File: config.mk
export PLATFORM = sky130hd
export DESIGN_NAME = sid_voice_osc
export DESIGN_NICKNAME = d
export VERILOG_FILES = /design/src/rtl/sid_pkg.sv /design/src/rtl/sid_noise_lfsr.sv /design/src/rtl/sid_voice_osc.sv
export SDC_FILE = /design/constraint.sdc
export NUM_CORES = 1
export LEC_CHECK = 0
export BUFFER_PORTS_ARGS = -buffer_cell sky130_fd_sc_hd__buf_2
export CORE_MARGIN = 3
export CORE_UTILIZATION = 30
export DETAILED_ROUTE_END_ITERATION = 6
export PLACE_DENSITY = 0.46
export REMOVE_ABC_BUFFERS = 1
export SLEW_MARGIN = 10
export SYNTH_ARGS = -nofsm -noshare
export SYNTH_HDL_FRONTEND = slang
export SYNTH_SLANG_ARGS = --single-unit
File: constraint.sdc
create_clock -name clk -period 2.7 [get_ports clk]
set_clock_uncertainty 0.05 [all_clocks]
set_input_delay 0.27 -clock clk [delete_from_list [all_inputs] [get_ports clk]]
set_output_delay 0.27 -clock clk [all_outputs]
set_load 0.01 [all_outputs]
File: src/rtl/sid_pkg.sv
// Shared definitions for the SID voice oscillator: register map, CONTROL
// bit layout and noise LFSR constants.
package sid_pkg;

  // Voice register addresses
  localparam logic [2:0] SID_FREQ_LO = 3'd0;
  localparam logic [2:0] SID_FREQ_HI = 3'd1;
  localparam logic [2:0] SID_PW_LO   = 3'd2;
  localparam logic [2:0] SID_PW_HI   = 3'd3;
  localparam logic [2:0] SID_CONTROL = 3'd4;
  localparam logic [2:0] SID_AD      = 3'd5;
  localparam logic [2:0] SID_SR      = 3'd6;

  // CONTROL register; packed MSB-first so gate lands on bit 0
  typedef struct packed {
    logic noise;
    logic pulse;
    logic saw;
    logic triangle;
    logic test;
    logic ring;
    logic sync_en;
    logic gate;
  } sid_ctrl_t;

  // Noise generator constants
  localparam int              SID_LFSR_W        = 23;
  localparam logic [22:0]     LFSR_SEED_DEFAULT = 23'h7FFFF8;
  localparam int              LFSR_TAP_HI       = 22;
  localparam int              LFSR_TAP_LO       = 17;

endpackage

File: src/rtl/sid_noise_lfsr.sv
// Noise shift register for one SID voice. load (reseed) wins over shift.
import sid_pkg::*;

module sid_noise_lfsr #(
  parameter int              LFSR_W    = SID_LFSR_W,
  parameter logic [LFSR_W-1:0] LFSR_SEED = LFSR_SEED_DEFAULT
) (
  input  logic              clk,
  input  logic              rst_n,
  input  logic              shift,
  input  logic              load,
  output logic [LFSR_W-1:0] lfsr
);

  logic feedback;

  // Feedback bit from the two taps
  always_comb begin
    feedback = lfsr[LFSR_TAP_HI] ^ lfsr[LFSR_TAP_LO];
  end

  // Shift register: reseed, shift left with feedback into bit 0, or hold
  always_ff @(posedge clk or negedge rst_n) begin
    if (!rst_n) begin
      lfsr <= LFSR_SEED;
    end else if (load) begin
      lfsr <= LFSR_SEED;
    end else if (shift) begin
      lfsr <= {lfsr[LFSR_W-2:0], feedback};
    end
  end

endmodule

File: src/rtl/sid_voice_osc.sv
// SID voice oscillator: per-voice register bank, 24-bit phase accumulator
// and noise LFSR, advancing on the 1 MHz tick enable.
// Optional macro SID_TEST_LFSR_RESET_EN: when defined, the test bit reseeds
// the LFSR on every tick instead of just freezing it.
import sid_pkg::*;

module sid_voice_osc #(
  parameter int                ACC_W     = 24,
  parameter int                LFSR_W    = 23,
  parameter logic [LFSR_W-1:0] LFSR_SEED = 23'h7FFFF8,
  parameter int                NOISE_BIT = 19
) (
  input  logic              clk,
  input  logic              rst_n,
  input  logic              tick,
  input  logic              we,
  input  logic [2:0]        addr,
  input  logic [7:0]        wdata,
  input  logic              sync_in,
  output logic [ACC_W-1:0]  acc,
  output logic [LFSR_W-1:0] lfsr,
  output logic              msb_rise,
  output logic [11:0]       pw,
  output logic              gate,
  output logic              sync_en,
  output logic              ring,
  output logic              test,
  output logic              triangle,
  output logic              saw,
  output logic              pulse,
  output logic              noise,
  output logic [7:0]        attack_decay,
  output logic [7:0]        sustain_release
);

  logic [7:0]       freq_lo;
  logic [7:0]       freq_hi;
  logic [7:0]       pw_lo;
  logic [3:0]       pw_hi;
  sid_ctrl_t        ctrl;
  logic [7:0]       ad_reg;
  logic [7:0]       sr_reg;

  logic [15:0]      freq;
  logic [ACC_W-1:0] acc_sum;
  logic [ACC_W-1:0] acc_next;
  logic             msb_rise_next;
  logic             lfsr_shift;
  logic             lfsr_load;

  // Register bank: writes land on the edge; address 7 is a no-op
  always_ff @(posedge clk or negedge rst_n) begin
    if (!rst_n) begin
      freq_lo <= 8'h00;
      freq_hi <= 8'h00;
      pw_lo   <= 8'h00;
      pw_hi   <= 4'h0;
      ctrl    <= '0;
      ad_reg  <= 8'h00;
      sr_reg  <= 8'h00;
    end else if (we) begin
      case (addr)
        SID_FREQ_LO: freq_lo <= wdata;
        SID_FREQ_HI: freq_hi <= wdata;
        SID_PW_LO:   pw_lo   <= wdata;
        SID_PW_HI:   pw_hi   <= wdata[3:0];
        SID_CONTROL: ctrl    <= sid_ctrl_t'(wdata);
        SID_AD:      ad_reg  <= wdata;
        SID_SR:      sr_reg  <= wdata;
        default: ;
      endcase
    end
  end

  // Next accumulator value from the current (pre-write) freq and control
  always_comb begin
    freq          = {freq_hi, freq_lo};
    acc_sum       = acc + {{(ACC_W-16){1'b0}}, freq};
    acc_next      = acc_sum;
    if (ctrl.test) begin
      acc_next = '0;
    end else if (ctrl.sync_en && sync_in) begin
      acc_next = '0;
    end
    // A cleared accumulator has MSB 0, so clears never report a rise
    msb_rise_next = ~acc[ACC_W-1] & acc_next[ACC_W-1];
    lfsr_shift    = tick & ~ctrl.test & ~acc[NOISE_BIT] & acc_next[NOISE_BIT];
  end

`ifdef SID_TEST_LFSR_RESET_EN
  // Test bit reseeds the noise generator on every tick
  always_comb begin
    lfsr_load = tick & ctrl.test;
  end
`else
  // Test bit only freezes the noise generator
  always_comb begin
    lfsr_load = 1'b0;
  end
`endif

  // Accumulator and MSB-rise flag advance only on tick
  always_ff @(posedge clk or negedge rst_n) begin
    if (!rst_n) begin
      acc      <= '0;
      msb_rise <= 1'b0;
    end else if (tick) begin
      acc      <= acc_next;
      msb_rise <= msb_rise_next;
    end
  end

  sid_noise_lfsr #(
    .LFSR_W    (LFSR_W),
    .LFSR_SEED (LFSR_SEED)
  ) u_noise (
    .clk   (clk),
    .rst_n (rst_n),
    .shift (lfsr_shift),
    .load  (lfsr_load),
    .lfsr  (lfsr)
  );

  // Register-bank outputs toward the waveform and envelope generators
  always_comb begin
    pw              = {pw_hi, pw_lo};
    gate            = ctrl.gate;
    sync_en         = ctrl.sync_en;
    ring            = ctrl.ring;
    test            = ctrl.test;
    triangle        = ctrl.triangle;
    saw             = ctrl.saw;
    pulse           = ctrl.pulse;
    noise           = ctrl.noise;
    attack_decay    = ad_reg;
    sustain_release = sr_reg;
  end

endmodule

==> key figures, run 1 <==
Floorplanning
  – Core area: 15500 um2
  – Chip width: 134 um
  – Die area: 17800 um2
  – Die Y: 134 um
  – Cell Rows: 45
  – Ports: 100
  – Initial Utilization: 31.4%

CTS
  – Num CTS Buffers: 9
  – CTS tree: built
  – Worst-Skew Late Latency: 0.35 ns
  – Number of setup buffers added after CTS: 0
  – Clock transition at the registers of the reported paths: 0.07 ns
  – Sink Count: 100
  – Clock Tree Root: clkbuf_16
  – CTS hold repair buffers: 1
  – Clk buf depth: 2
  – Cts repair resizes: 0
  – # H-tree levels: 3

Setup path
  – CP required: 2.88 ns
  – Crit path DAT: 2.69 ns
  – R2R Setup Slk: 0.19 ns
  – Max Fanout on Critical Path: 8
  – WS Path Type: reg -> reg
  – CP startpoint kind: register
  – Setup crit end kind: register

Global routing
  – Initial antenna violation count: 0
  – Vias in the first global route: 3439
  – All-Layer GR Usage: 13.5%
  – Grt total ovfl: 0
  – Largest net degree at the start of global routing: 51
  – Global-route wire length before repair: 19000 um

Power and ir drop
  – Final Power: 5.13 mW
  – VDD IR max: 0.285 mV
  – Pwr dens: 854 nW/um2
  – Leak pwr: 2.91 nW

Finish
  – Final core utilization: 38.7%
  – Area Growth Syn to Fin: 23.3%
  – Fin nets: 538
  – Layout cells sized above 1: 46.5%
  – Ant. Diodes: 0

Synth
  – #FFs+latches synth: 100
  – Async SR Flop Fraction: 100%
  – Post-Syn Area: 4880 um2
  – Syn. warnings: 0
  – Unique masters post-synth: 55
  – Main synth FF type: dfrtp_1
  – Cells after Synth: 387
  – Sequential share of the synthesized area: 51.8%
  – Avg Synthesized Cell Area: 12.6 um2
  – Post-synth EDFFs: 0

Routing
  – DR DRC count: 0
  – Final wirelength: 11600 um
  – ANT nets after route: 0
  – Via/cell ratio: 4.73
  – TritonRoute pass-1 iters: 4
  – Routed length per instance: 16.1 um
  – Iteration-0 DRC Markers: 142
  – DR vias: 3413

Timing
  – RSZ-0062 raised after global routing: false
  – Max Slew Vio Count: 0
  – Worst slew pin tran: 0.694 ns
  – Fin crit share: 92.8%
  – Final min period: 2.51 ns
  – Setup Viol. Count Final: 0
  – Fmax: 0.399 GHz
  – Setup TNS: 0 ns
  – Hold Vio Cnt, Final: 0
  – Slew headroom: 53.5%
  – Hold_ws: 0.224 ns

Flow run
  – Max cap viols: 0

Placement
  – RD Place Congestion: 0.813
  – IO buf count: 99
  – Detailed-placement wirelength estimate: 8710 um

Status
  – Status: completed

Min path
  – Type of the most critical hold path: in -> reg
[registers in the layout, summed over array words and instances, names as in the netlist, 4 cells and up]
signal / count
attack_decay: 8
freq_hi: 8
pw_lo: 8
sustain_release: 8
acc: 24
freq_lo: 8
pw_hi: 4
u_noise.lfsr: 23
[per-stage QoR]
step	instance area [um2]	setup slack (ns)	instances
floorplan	4830	0.223	378
global placement	5720	0.240	704
detailed placement	5720	0.200	704
CTS	6020	0.186	721
global route	6020	0.0545	721
finish	6020	0.195	721
[synth_stat cells, types with 2 or more instances]
library cell  count  share of area [%]
o211ai_1          5               0.77
o32ai_1           2               0.36
mux2_1            3               0.69
mux2_4           19                5.8
xor2_1            5               0.90
o21ai_0          15                1.5
and3_1            5               0.64
mux2_2           54                 12
a21o_1            5               0.77
or3_1             6               0.77
clkbuf_1          7               0.54
inv_1            20                1.5
nor3b_1           2               0.31
buf_6             2               0.46
dfstp_2          20                 11
nor3_2            3               0.62
dfrtp_1          80                 41
nand2b_1          7               0.90
o22ai_1           6               0.77
nand4_1           2               0.26
ha_1             16                4.1
a41o_1            2               0.41
nor3_1            3               0.31
o21ai_1           5               0.51
nand2_1          18                1.4
a21oi_1          19                1.9
nor3b_2           2               0.51
nand4b_1          4               0.72
nand3_1           8               0.82
xnor2_1           3               0.54
nor2_1            8               0.62
nor2b_1           6               0.77
a31oi_1           3               0.38
[power by group]
group          switching, mW  internal (mW)  leakage (nW)
combinational           1.02          0.855          1.56
clock                  0.609          0.643         0.144
sequential             0.223           1.79          1.21
total                   1.85           3.28          2.91
[area by class of cell]
cell class | instances | area, um2
fillers | 1567 | 9520
flip-flops and latches | 100 | 2530
multi-input cells | 258 | 2230
repair buffers | 116 | 641
well taps | 211 | 264
clock buffers | 9 | 225
inverters | 20 | 75.1
clock inverters | 7 | 57.6
[worst paths after layout]
path	from	endpoint	cells after the start
max	acc[0]	acc[18]	9
min	wdata[0]	freq_lo[0]	2
max reg2reg	acc[0]	acc[18]	9
min reg2reg	gate	gate	1
max in group asynchronous	rst_n	freq_hi[3]	3
min in group asynchronous	rst_n	ring	2
[cells in the final DEF, fill, tap and decap left out, types with 9 or more instances in the layout]
| master | n |
|---|---|
| a21oi_1 | 19 |
| buf_2 | 98 |
| buf_4 | 16 |
| clkbuf_16 | 9 |
| dfrtp_1 | 80 |
| dfstp_2 | 20 |
| ha_1 | 16 |
| inv_1 | 20 |
| mux2_2 | 54 |
| mux2_4 | 19 |
| nand2_1 | 18 |
| o21ai_0 | 15 |
[worst max-delay path, stage by stage, from the launching register on]
cell	delay, ns
dfrtp_1	0.40
ha_1	0.23
fa_1	0.40
a21o_1	0.21
a311oi_2	0.26
buf_4	0.18
nor3_4	0.05
o31ai_4	0.35
or4_1	0.18
nand3_1	0.07
[cells by family after synthesis]
kind of cell	share of synthesized area (%)
xor+xnor	1.44
buf+inv	2.54
compound gates	10.5
simple gates	9.98
mux	19.2
flops	51.8
fa+ha+maj	4.52
[metal layers]
layer	GRT usage, %	up-vias	share of wire, %
li1	-	1655	-
met1	18.3	1687	46
met2	21.2	58	48
met3	2.45	13	4.2
met4	5.77	0	2.1
met5	0	-	0
Power figures use the tool's default switching activity.
==> inputs of run 2 (changes only) <==
--- a/config.mk
+++ b/config.mk
@@ -7,9 +7,10 @@
 export LEC_CHECK = 0
 export BUFFER_PORTS_ARGS = -buffer_cell sky130_fd_sc_hd__buf_2
 export CORE_MARGIN = 3
-export CORE_UTILIZATION = 30
+export CORE_UTILIZATION = 40
+export CTS_BUF_LIST = sky130_fd_sc_hd__clkbuf_4 sky130_fd_sc_hd__clkbuf_8
 export DETAILED_ROUTE_END_ITERATION = 6
-export PLACE_DENSITY = 0.46
+export PLACE_DENSITY = 0.58
 export REMOVE_ABC_BUFFERS = 1
 export SLEW_MARGIN = 10
 export SYNTH_ARGS = -nofsm -noshare
==> key figures, run 2 (synthesis gave the netlist of run 1 again) <==
Flow run
  – Max cap viols: 0 (unchanged)

Setup path
  – WS Path Type: reg -> reg
  – Reg-to-Reg End: u_noise.lfsr[18]
  – Max Fanout on Critical Path: 13 (+5)
  – CP startpoint kind: register
  – Crit path from: acc[14]
  – FF-to-FF Start: acc[14]
  – Crit path capture: u_noise.lfsr[18]
  – Worst reg2reg path depth: 8 (-1)
  – Crit path DAT: 2.75 ns (+0.06 ns)
  – Setup crit end kind: register
  – R2R Setup Slk: 0.22 ns (+0.02 ns)
  – CP required: 2.97 ns (+0.09 ns)

Global routing
  – All-Layer GR Usage: 16.9% (+3.4 points)
  – Global-route wire length before repair: 17600 um (-7.3%)
  – Vias in the first global route: 3379 (-1.7%)
  – Largest net degree at the start of global routing: 52 (+2.0%)
  – Grt total ovfl: 0 (unchanged)
  – Initial antenna violation count: 0 (unchanged)

Floorplanning
  – Die area: 13600 um2 (-24%)
  – Chip width: 116 um (-13%)
  – Initial Utilization: 41.8% (+10 points)
  – Core area: 11700 um2 (-25%)
  – Cell Rows: 39 (-13%)
  – Ports: 100 (unchanged)
  – Die Y: 116 um (-13%)

Finish
  – Area Growth Syn to Fin: 19.3%
  – Biggest register: acc
  – Most frequent cells in the layout: buf_2 (98), dfrtp_1 (80), mux2_2 (54), inv_1 (20), dfstp_2 (20)
  – Non-filler cells, final: 647 (-10%)
  – Fin nets: 532 (-1.1%)
  – Max reg flops: 24 (unchanged)
  – Biggest registers after layout: acc (24), u_noise.lfsr (23)
  – Most common cell after layout, fill and taps aside: buf_2
  – Design Area, Final: 5820 um2 (-3.2%)
  – Final core utilization: 49.9% (+11 points)
  – Fill cells: 1082 (-31%)
  – Layout cells sized above 1: 45.8% (-0.64 points)
  – Ant. Diodes: 0 (unchanged)

Timing
  – Fin crit share: 91.9% (-0.86 points)
  – Max Slew Vio Count: 0 (unchanged)
  – Final min period: 2.48 ns (-0.0232 ns)
  – RSZ-0062 raised after global routing: false
  – Fmax: 0.403 GHz (+0.94%)
  – Slew headroom: 47.6% (-5.9 points)
  – Worst slew pin tran: 0.782 ns (+0.0879 ns)
  – Setup Viol. Count Final: 0 (unchanged)
  – Setup TNS: 0 ns (unchanged)
  – Hold Vio Cnt, Final: 0 (unchanged)

Status
  – Status: completed

Routing
  – DR DRC count: 0 (unchanged)
  – Via/cell ratio: 5.30 (+12%)
  – Final wirelength: 10900 um (-6.6%)
  – TritonRoute pass-1 iters: 4 (unchanged)
  – Iteration-0 DRC Markers: 142 (unchanged)
  – ANT nets after route: 0 (unchanged)
  – Routed length per instance: 16.8 um (+4.1%)
  – DR vias: 3427 (+0.41%)

Power and ir drop
  – VDD IR max: 0.437 mV (+53%)
  – Leak pwr: 2.84 nW (-2.5%)
  – Pwr dens: 831 nW/um2 (-2.6%)
  – Int Pwr: 3.06 mW (-6.7%)
  – Sw Share: 36.7% (+0.65 points)
  – Comb pwr share: 38.1% (+1.6 points)
  – Sw Pwr: 1.77 mW (-4.1%)
  – Flop pwr share: 41.2% (+2.1 points)
  – Clock power frac: 20.7% (-3.7 points)

Placement
  – RD Place Congestion: 0.899 (+11%)
  – IO buf count: 99 (unchanged)
  – Placed cell count: 630 (-11%)
  – Area post-placement: 5610 um2 (-2.1%)
  – Detailed-placement wirelength estimate: 7970 um (-8.5%)

CTS
  – # H-tree levels: 3 (unchanged)
  – Clock Tree Root: clkbuf_8
  – Clock transition at the registers of the reported paths: 0.10 ns (+0.03 ns)
  – Worst-Skew Late Latency: 0.38 ns (+0.03 ns)
  – Cts repair resizes: 0 (unchanged)
  – Num CTS Buffers: 9 (unchanged)
  – Sink Count: 100 (unchanged)
  – Clk buf depth: 2 (unchanged)
  – CTS tree: built

Min path
  – Type of the most critical hold path: in -> reg
-- run 2: metrics by stage --
stage / setup WS [ns] / power (mW) / hold WS, ns
after floorplan: 0.223 / 3.24 / -0.0756
after detailed placement: 0.204 / 3.88 / 0.298
after global routing: 0.0463 / 5.21 / 0.150
final: 0.218 / 4.84 / 0.163
after global placement: 0.237 / 3.84 / 0.278
after CTS: 0.187 / 4.91 / 0.154
-- run 2: power groups by stage --
stage	registers, mW	logic, mW	clock network (mW)
after global placement	2.01	1.83	0
after CTS	2.00	1.86	1.05
final	2.00	1.84	1.00
after detailed placement	2.02	1.85	0
after floorplan	2.09	1.15	0
after global routing	2.04	2.06	1.11
-- run 2: worst max-delay path, stage by stage, from the launching register on --
cell	delay (ns)
dfrtp_1	0.41
ha_1	0.35
a21oi_1	0.28
o21ai_0	0.21
a21oi_1	0.22
nand3_2	0.17
nand2_4	0.24
buf_12	0.18
mux2_4	0.31
-- run 2: area by class of cell --
cell class / instances / area, um2 / area share, %
Sequential cell: 100 / 2530 / 43.4
Multi-Input combinational cell: 258 / 2230 / 38.2
Timing Repair Buffer: 110 / 608 / 10.4
Tap cell: 143 / 179 / 3.07
Clock buffer: 9 / 124 / 2.13
Clock inverter: 7 / 81.3 / 1.40
Inverter: 20 / 75.1 / 1.29
-- run 2: worst min-delay path by stage --
stage	to	cells past startpoint	startpoint
floorplan	acc[0]	0	rst_n
global placement	acc[22]	1	rst_n
detailed placement	acc[20]	1	rst_n
CTS	pw_lo[4]	2	wdata[4]
global route	attack_decay[5]	2	wdata[5]
finish	attack_decay[5]	2	wdata[5]
-- run 2: repair_timing --
action                                 CTS  global route
endpoints found under the hold margin   29             0
hold buffers                             1             0
setup buffers                            0             0
-- run 2: routing by layer --
layer | vias to the layer above | GRT usage [%] | wire length [um]
met1 | 1711 | 22.7 | 5110
met2 | 68 | 26.4 | 5090
li1 | 1636 | - | -
met3 | 12 | 4.40 | 508
met4 | 0 | 6.26 | 168
met5 | - | 0 | 0
==> inputs of run 3 (changes only) <==
--- a/config.mk
+++ b/config.mk
@@ -6,6 +6,7 @@
 export NUM_CORES = 1
 export LEC_CHECK = 0
 export BUFFER_PORTS_ARGS = -buffer_cell sky130_fd_sc_hd__buf_2
+export CAP_MARGIN = 20
 export CORE_MARGIN = 3
 export CORE_UTILIZATION = 40
 export CTS_BUF_LIST = sky130_fd_sc_hd__clkbuf_4 sky130_fd_sc_hd__clkbuf_8
==> constraint.sdc (replaced) <==
create_clock -name clk -period 2.8 [get_ports clk]
set_clock_uncertainty 0.05 [all_clocks]
set_input_delay 0.28 -clock clk [delete_from_list [all_inputs] [get_ports clk]]
set_output_delay 0.28 -clock clk [all_outputs]
set_load 0.01 [all_outputs]
==> key figures, run 3 (synthesis gave the netlist of run 1 again) <==
Routing
  – Final wirelength: 10800 um (-0.69%)
  – ANT nets after route: 0 (unchanged)
  – Iteration-0 DRC Markers: 145 (+2.1%)
  – Via/cell ratio: 5.26 (-0.62%)
  – DR vias: 3390 (-1.1%)
  – DR DRC count: 0 (unchanged)
  – Routed length per instance: 16.8 um (-0.23%)
  – TritonRoute pass-1 iters: 4 (unchanged)

Power and ir drop
  – Final Power: 4.68 mW (-3.3%)
  – Comb pwr share: 38.2% (about the same)
  – VDD IR max: 0.439 mV (+0.35%)
  – Flop pwr share: 41.2% (about the same)
  – Int Pwr: 2.98 mW (-2.6%)
  – Clock power frac: 20.7% (about the same)
  – Leak pwr: 2.84 nW (about the same)
  – Sw Share: 36.2% (-0.50 points)
  – Sw Pwr: 1.69 mW (-4.7%)
  – Pwr dens: 806 nW/um2 (-3.0%)

CTS
  – CTS tree: built
  – CTS hold repair buffers: 1 (unchanged)
  – # H-tree levels: 3 (unchanged)
  – Clock transition at the registers of the reported paths: 0.09 ns (about the same)
  – Number of setup buffers added after CTS: 0 (unchanged)
  – Cts repair resizes: 0 (unchanged)
  – Worst-Skew Late Latency: 0.38 ns (about the same)
  – Sink Count: 100 (unchanged)
  – Clock Tree Root: clkbuf_8
  – Num CTS Buffers: 9 (unchanged)
  – Clk buf depth: 2 (unchanged)

Setup path
  – Worst reg2reg path depth: 7 (-1)
  – Crit path from: acc[0]
  – Crit path DAT: 2.87 ns (+0.12 ns)
  – Max Fanout on Critical Path: 4 (-9)
  – FF-to-FF Start: acc[0]
  – Worst Path Buf+Inv: 0 (-1)
  – CP startpoint kind: register
  – Crit path max-delay cell type: a311oi_2
  – WS Path Type: reg -> reg
  – Crit path largest cell delay: 0.51 ns (+0.10 ns)
  – CP required: 3.02 ns (+0.05 ns)
  – CP Cell Sequence: ha_1 > fa_1 > a21o_1 > a311oi_2 > nor3_4 > or3_1 > a41o_1
  – Cell family with most CP delay: compound AO/OA/AOI/OAI gates
  – Reg-to-Reg End: acc[14]
  – R2R Setup Slk: 0.15 ns (-0.07 ns)
  – Setup crit end kind: register

Global routing
  – Largest net degree at the start of global routing: 52 (unchanged)
  – All-Layer GR Usage: 17.2% (+0.35 points)
  – Global-route wire length before repair: 18000 um (+2.0%)
  – Vias in the first global route: 3442 (+1.9%)
  – Initial antenna violation count: 0 (unchanged)
  – Grt total ovfl: 0 (unchanged)

Floorplanning
  – Chip width: 116 um (unchanged)
  – Die area: 13600 um2 (unchanged)
  – Die Y: 116 um (unchanged)
  – Core area: 11700 um2 (unchanged)
  – Cell Rows: 39 (unchanged)
  – Ports: 100 (unchanged)
  – Initial Utilization: 41.8% (unchanged)

Finish
  – Max reg flops: 24 (unchanged)
  – Most common cell after layout, fill and taps aside: buf_2
  – Most frequent cells in the layout: buf_2 (98), dfrtp_1 (80), mux2_2 (54), inv_1 (20), dfstp_2 (20)
  – Layout cells sized above 1: 45.3% (-0.52 points)
  – Fin nets: 529 (-0.56%)
  – Design Area, Final: 5800 um2 (-0.34%)
  – Ant. Diodes: 0 (unchanged)
  – Area Growth Syn to Fin: 18.9%
  – Biggest register: acc
  – Biggest registers after layout: acc (24), u_noise.lfsr (23)

Timing
  – Final min period: 2.65 ns (+0.168 ns)
  – Max Slew Vio Count: 0 (unchanged)
  – Slew headroom: 47.3% (-0.25 points)
  – Fin crit share: 94.6% (+2.7 points)
  – Hold Vio Cnt, Final: 0 (unchanged)
  – Setup Viol. Count Final: 0 (unchanged)
  – Setup TNS: 0 ns (unchanged)
  – Fmax: 0.377 GHz (-6.3%)
  – Hold_ws: 0.191 ns (+0.0280 ns)
  – RSZ-0062 raised after global routing: false
  – Fin worst setup slack: 0.150 ns (-0.0678 ns)
  – Worst slew pin tran: 0.786 ns (+0.00379 ns)

Placement
  – IO buf count: 99 (unchanged)
  – RD Place Congestion: 0.876 (-2.5%)
  – Detailed-placement wirelength estimate: 7900 um (-0.90%)
  – Dpl ws: 0.163 ns (-0.0406 ns)
  – Area post-placement: 5580 um2 (-0.40%)

Min path
  – Type of the most critical hold path: in -> reg
  – Worst hold start: wdata[4]
  – Hold EP: pw_lo[4]
  – WHS Path Cells: 2 (unchanged)

Flow run
  – Max cap viols: 0 (unchanged)

Status
  – Status: completed
==> run 3: worst max path at each step <==
stage	end	slack, ns	cells after the start
2_1_floorplan	acc[14]	0.32	7
3_3_place_gp	acc[18]	0.23	8
3_5_place_dp	acc[18]	0.16	8
4_1_cts	acc[14]	0.14	7
5_1_grt	acc[18]	0.008	8
6_report	acc[14]	0.15	7
==> run 3: final cells by class <==
| type | count | area, um2 |
|---|---|---|
| Fill cell | 1049 | 5860 |
| Timing Repair Buffer | 107 | 586 |
| Sequential cell | 100 | 2530 |
| Clock buffer | 11 | 151 |
| Inverter | 20 | 75.1 |
| Clock inverter | 5 | 56.3 |
| Tap cell | 143 | 179 |
| Multi-Input combinational cell | 258 | 2230 |
==> run 3: layer usage <==
metal	part of all wire, %	GRT usage, %
met1	46	22.7
met2	46	27.0
met3	5.8	5.08
met4	1.7	6.42
met5	0	0
==> run 3: power by group through the flow <==
stage                     clock network (mW)  registers [mW]  logic (mW)
final                                  0.967            1.92        1.78
after global routing                    1.07            1.98        2.00
after global placement                     0            1.94        1.75
after floorplan                            0            2.02        1.11
after detailed placement                   0            1.95        1.79
after CTS                               1.01            1.93        1.80
==> run 3: metrics by stage <==
stage / std cells / util (%)
final: 644 / 49.7
after global routing: 644 / 49.7
after CTS: 644 / 49.7
after detailed placement: 627 / 47.9
after global placement: 627 / 47.9
after floorplan: 378 / -
